<file path="config.mk">
export PLATFORM = sky130hd
export DESIGN_NAME = tmds_capture_packer
export DESIGN_NICKNAME = d
export VERILOG_FILES = /design/src/rtl/tmds_capture_packer.sv
export SDC_FILE = /design/constraint.sdc
export NUM_CORES = 1
export LEC_CHECK = 0
export ABC_AREA = 1
export CORE_AREA = 2 2 78 80
export DETAILED_ROUTE_END_ITERATION = 7
export DIE_AREA = 0 0 80 82
export DONT_BUFFER_PORTS = 1
export GPL_ROUTABILITY_DRIVEN = 0
export SLEW_MARGIN = 20
export SYNTH_ARGS = -nofsm -noshare
export SYNTH_HDL_FRONTEND = slang
export SYNTH_SLANG_ARGS = --single-unit
</file>
<file path="constraint.sdc">
create_clock -name pclk -period 3.3 [get_ports pclk]
set_input_delay 0.33 -clock pclk [delete_from_list [all_inputs] [get_ports pclk]]
set_output_delay 0.33 -clock pclk [all_outputs]
set_load 0.01 [all_outputs]
</file>
<file path="src/rtl/tmds_capture_packer.sv">
//------------------------------------------------------------------------------
// tmds_capture_packer : triggered capture of raw TMDS symbols into 40-bit words
// Optional macro CAPTURE_VDE_ONLY_EN: only vde=1 samples are capture candidates.
// Revision: 1.0
//------------------------------------------------------------------------------
`default_nettype none

module tmds_capture_packer #(
   parameter int   CAPTURE_LEN = 1024,
   parameter logic VS_POL      = 1'b1
) (
   input  logic        pclk,
   input  logic        reset,
   input  logic        pll_lckd,
   input  logic [29:0] sdata,
   input  logic        vde,
   input  logic        hsync,
   input  logic        vsync,
   input  logic        arm,
   input  logic        abort,
   input  logic        fifo_full,
   output logic        fifo_wr,
   output logic [39:0] fifo_din,
   output logic        busy,
   output logic        done,
   output logic        overflow,
   output logic [15:0] count
);

   localparam logic [1:0]  c_IDLE    = 2'd0;
   localparam logic [1:0]  c_ARMED   = 2'd1;
   localparam logic [1:0]  c_CAPTURE = 2'd2;
   localparam logic [1:0]  c_DONE    = 2'd3;
   localparam logic [15:0] c_LEN     = CAPTURE_LEN[15:0];

   logic [1:0]  r_state;
   logic [1:0]  w_next;
   logic        r_vs_prev;
   logic        r_fifo_wr;
   logic [39:0] r_fifo_din;
   logic        r_overflow;
   logic [15:0] r_count;

   logic w_trig;
   logic w_in_win;
   logic w_vde_ok;
   logic w_cand;
   logic w_wr;
   logic w_drop;
   logic w_last;
   logic w_arm_ok;

   assign w_trig   = (r_vs_prev != VS_POL) && (vsync == VS_POL);
   // The trigger-cycle sample is already part of the capture window.
   assign w_in_win = (r_state == c_CAPTURE) || ((r_state == c_ARMED) && w_trig);

`ifdef CAPTURE_VDE_ONLY_EN
   assign w_vde_ok = vde;
`else
   assign w_vde_ok = 1'b1;
`endif

   assign w_cand   = w_in_win && w_vde_ok && !abort && pll_lckd;
   assign w_wr     = w_cand && !fifo_full && (r_count < c_LEN);
   assign w_drop   = w_cand && fifo_full;
   assign w_last   = w_wr && (r_count == (c_LEN - 16'd1));
   assign w_arm_ok = arm && !abort && pll_lckd &&
                     ((r_state == c_IDLE) || (r_state == c_DONE));

   always_ff @(posedge pclk) begin
      if (reset) begin
         r_state <= c_IDLE;
      end else begin
         r_state <= w_next;
      end
   end

   always_comb begin
      w_next = r_state;
      if (abort || !pll_lckd) begin
         w_next = c_IDLE;
      end else begin
         case (r_state)
            c_IDLE:    if (arm) w_next = c_ARMED;
            c_ARMED:   if (w_trig) w_next = w_last ? c_DONE : c_CAPTURE;
            c_CAPTURE: if (w_last) w_next = c_DONE;
            c_DONE:    if (arm) w_next = c_ARMED;
            default:   w_next = c_IDLE;
         endcase
      end
   end

   always_comb begin
      busy = (r_state == c_ARMED) || (r_state == c_CAPTURE);
      done = (r_state == c_DONE);
   end

   always_ff @(posedge pclk) begin
      if (reset) begin
         r_vs_prev  <= ~VS_POL;
         r_fifo_wr  <= 1'b0;
         r_fifo_din <= 40'd0;
         r_overflow <= 1'b0;
         r_count    <= 16'd0;
      end else begin
         r_vs_prev <= pll_lckd ? vsync : 1'b0;
         r_fifo_wr <= w_wr;
         if (w_wr) begin
            r_fifo_din <= {sdata, vde, hsync, vsync, r_count[6:0]};
         end
         if (w_arm_ok) begin
            r_count    <= 16'd0;
            r_overflow <= 1'b0;
         end else begin
            if (w_wr) r_count <= r_count + 16'd1;
            if (w_drop) r_overflow <= 1'b1;
         end
      end
   end

   assign fifo_wr  = r_fifo_wr;
   assign fifo_din = r_fifo_din;
   assign overflow = r_overflow;
   assign count    = r_count;

endmodule

`default_nettype wire
</file>
# Yosys cells after proc, flatten, opt, wreduce, memory -nomap -nowiden
# Index checks and enable logic that the tools add are counted.
# word_totals
ff_bits	61
inputBits	39
out_inout_bits	60
# op_classes
add_sub_neg	1
order_cmp	1
n_eq_ne	7
muxes	5
bitwise	2
n_reduce_logical	24
# ops
operator	n
adder 16 x 1 -> 16 bit (second input constant)	1
equality test 16 x 10 -> 1 bit (second input constant)	1
less-than comparator 16 x 11 -> 1 bit (second input constant)	1
logical AND 1 bit	11
OR reduction 2 bit	4
2-to-1 mux 2 bit	3
one-hot mux 2 bit (3 select lines)	1
equality test 2 bit (second input constant)	2
logical OR 1 bit	4
inequality test 2 bit (second input constant)	2
logical NOT 1 bit	3
AND reduction 3 bit	1
equality test 2 x 1 -> 1 bit (second input constant)	1
logical NOT 2 bit	1
inequality test 2 x 1 -> 1 bit (second input constant)	1
inverter 1 bit	2
2-to-1 mux 1 bit	1

# Longest topological paths before layout
# depth
word_depth	12
depth_mapped	11
mapped_depth_nobuf	10

# Worst setup path before layout
# OpenSTA, ideal clock, no wires.
# synth_timing
path_type	reg2reg
start	register r_state[0]
end	register r_fifo_din[27], in the netlist fifo_din[27]
setup_time_ps	136
t_arrival_ps	1367
required_time_ps	3164
setup_slack_ps	1797
path_stages_with_launch	11
period_less_slack_ps	1503
path_cell_list	dfxtp_1 > inv_1 > ha_1 > inv_1 > a21oi_4 > nand2_4 > clkinv_2 > buf_6 > buf_6 > nor2_1 > nor3_2
# synth_between
elab_chain_cells	7
elab_cells_between_ends	8
cone_classes	eq/ne: 2; reduce/logical: 6
# synth_rtl
element	line	text
from (decl)	36	logic [1:0] r_state;
from (signal assigned)	72	r_state <= c_IDLE;
from (signal assigned)	74	r_state <= w_next;
equality test 2 x 1 -> 1 bit	55	assign w_in_win = (r_state == c_CAPTURE) || ((r_state == c_ARMED) && w_trig);
logical AND 1 bit	55	
logical OR 1 bit *	55	
logical AND 1 bit * (2 in a row)	63	assign w_cand = w_in_win && w_vde_ok && !abort && pll_lckd;
logical AND 1 bit * (2 in a row)	64	assign w_wr = w_cand && !fifo_full && (r_count < c_LEN);
to (signal assigned)	109	r_fifo_din <= {sdata, vde, hsync, vsync, r_count[6:0]};
to (decl)	40	logic [39:0] r_fifo_din;
# Every way passes the cells marked *; elsewhere a longest branch is shown, timed or not.
# A chain may end at the register's enable or synchronous reset.

# Worst setup path in the final report
# layout_timing
start	register r_state[0]
end	register r_count[0], in the netlist count[0]
# layout_between
elab_chain_cells	7
elab_cells_between_ends	13
cone_classes	eq/ne: 3; reduce/logical: 10
# layout_rtl
element	line	text
equality test 2 x 1 -> 1 bit	55	
logical AND 1 bit	55	
logical OR 1 bit	55	
logical AND 1 bit (2 in a row)	63	
logical AND 1 bit (2 in a row)	64	
to (signal assigned)	115	if (w_wr) r_count <= r_count + 16'd1;
to (decl)	42	logic [15:0] r_count;
# Several ways; a longest one is shown, not always the timed one.

==> results.toml <==
[cells_and_area]
area_growth_pct = 7.33
design_area_mm2 = 0.00266
final_cells = 388
fillers = 604
antenna_cells = 0
final_layout_size_suffix_gt1_share_pct = 10.5
fin_nets = 353
final-seq-area_mm2 = 0.00122
multi_input_area_mm2 = 0.00107

[sta]
fmax_ghz = 0.404
skew_ns = 0.00762
finalCritPeriodShare_pct = 75.0
fin_hold_ws_ns = 0.0738
rsz0062_at_grt = "no"
tightest_slew_ns = 0.658
drv_slew = 0
finalSetupTns_ns = 0
setup_viol = 0
post-route-min-period_ns = 2.48
hold_violations = 0
relSlewSlack_pct = 56.1

[critical_path]
worstPathRequired_ns = 3.49
arrival_ns = 2.67
critPathKind = "flop to flop"
cp-end-kind = "flop"
path_delay_family = "buffers and inverters"
crit_chain = "inv_1, ha_1, inv_1, a21oi_4, nand2_4, clkinv_2, o21ai_0, a21oi_1"
cp_slowest_cell = "clkinv_2"
slowest_delay_ns = 0.66
crit_fanout = 49
worst_path_most_repeated_cell = "inv_1"
critPathLaunchType = "flop"
crit_buf_inv = 3

[cts]
cts-buffers-inserted = 9
cts_resized = 0
tritoncts = "built"
cts_buffer_depth = 2
clk_pin_slew_worst_paths_ns = 0.06
postCtsHoldBufs = 0
clk_latency_ns = 0.33
htree_levels = 3
root_buffer = "clkbuf_8"
cts_num_sinks = 61
cts_setup_buffers = 0

[yosys]
synth_top_area_share_pct = 49.3
yosys.area.top_type = "dfxtp_1"
ys_dominant_reg_cell = "dfxtp_1"
synthDistinctLibCells = 27
synth.most_common_cell = "nor2_1"
ys_warn_count = 0
synth_common_cells = "nor2_1 (94), dfxtp_1 (61), nand2_1 (31)"
ys_seq_area_share_pct = 49.3
async_flop_share_pct = 0
synth_edf_count = 0
synth.avg_cell_area_um2 = 7.91
synthCells = 313
ys_ff_latch = 61
synth_area_leaders = "dfxtp_1 (49%), nor2_1 (14%), nor3_1 (5.7%)"
syn_area_mm2 = 0.00247
synth_nets = 357

[status]
outcome = "finished clean"

[global_routing]
grtUsageMet2_pct = 24.5
antenna_found_initial = 0
grt_max_degree = 50
gr-usage-met1_pct = 20.6
grt-busiest-layer = "met2"
globalRouteMet3Util_pct = 7.25
grt.overflow.total = 0
grt_pass1_wl_um = 8400
grt_pass1_vias = 1771
track_usage_pct = 16.8

[routing]
vias_per_cell = 4.88
wire_per_inst_um = 13.6
firstDrtPassIters = 4
drcViolationCount = 0
drt_iter0_markers = 79
ant_nets = 0
num_vias = 1892
drt-total-wl_um = 5260

[die]
die_x_um = 80
die_h_um = 82
fp.coreArea_mm2 = 0.00575
initial_core_util_pct = 43.1
die-area_mm2 = 0.00656
rows = 28
io_pins = 99

[placement]
placed_cell_area_mm2 = 0.00248
io_buffers = 0
dp_hpwl_um = 3510
dp_cells = 373

[power_and_ir_drop]
ir_drop_uv = 259
total_power_mw = 1.38
power_density_mw_per_mm2 = 520
power_leakage_nw = 1.02

[job]
maxCapViolations = 0

[hold_path]
hp-class = "input port to flop"
## placed cells by master, fill, tap and decap left out, drive strengths merged
cell type	netlist	layout
nand2	32	32
o21ai	4	4
inv	24	24
a31oi	1	1
nor3	38	38
dfxtp	61	61
clkbuf	8	14
xor2	3	3
nor3b	1	1
nand4	5	5
nor2	97	97
nand3	8	8
a21oi	13	13
a211oi	4	4
xnor2	1	1
clkinv	1	2
ha	5	5
## state kept, by name (all words and copies together) (netlist names)
| register | cells |
|---|---|
| r_vs_prev | 1 |
| overflow | 1 |
| r_state | 2 |
| fifo_wr | 1 |
| count | 16 |
| fifo_din | 40 |
## kinds of logic after synthesis
logic type	after synthesis	share of synthesized area [%]
flops	61	49.3
xor+xnor	4	1.42
simple gates	181	33.3
compound gates	22	5.97
fa+ha+maj	5	2.53
buf+inv	40	7.48
## power by group
group / switching, mW / leakage [nW] / internal, mW
clock: 0.271 / 0.0926 / 0.330
combinational: 0.0206 / 0.436 / 0.0105
sequential: 0.00665 / 0.492 / 0.742
total: 0.298 / 1.02 / 1.08
## final timing paths
check	start	to	slack, ns	cells past startpoint
worst min register to register	count[11]	count[11]	0.49	2
worst max register to register	r_state[0]	count[0]	0.82	8
worst min-delay path	reset	fifo_din[21]	0.07	1
worst max-delay path	r_state[0]	count[0]	0.82	8
## routing by layer
layer / up-vias / routed length, um / share of wire, %
met5: - / 0 / 0
met4: 0 / 88 / 1.7
met3: 8 / 492 / 9.3
met2: 66 / 2340 / 44
met1: 832 / 2340 / 44
li1: 986 / - / -
## through the flow
stage	util (%)	setup slack, ns
after floorplan	-	1.80
after global placement	43.1	0.844
after detailed placement	43.1	0.783
after CTS	46.2	0.782
after global routing	46.2	0.575
final	46.2	0.824
## final cells by class
type | count | share of cell area, %
clock buffers | 14 | 6.50
clock inverters | 1 | 0.188
inverters | 25 | 3.58
multi-input cells | 212 | 40.2
flip-flops and latches | 61 | 46.0
well taps | 75 | 3.53
Power figures use the tool's default switching activity.
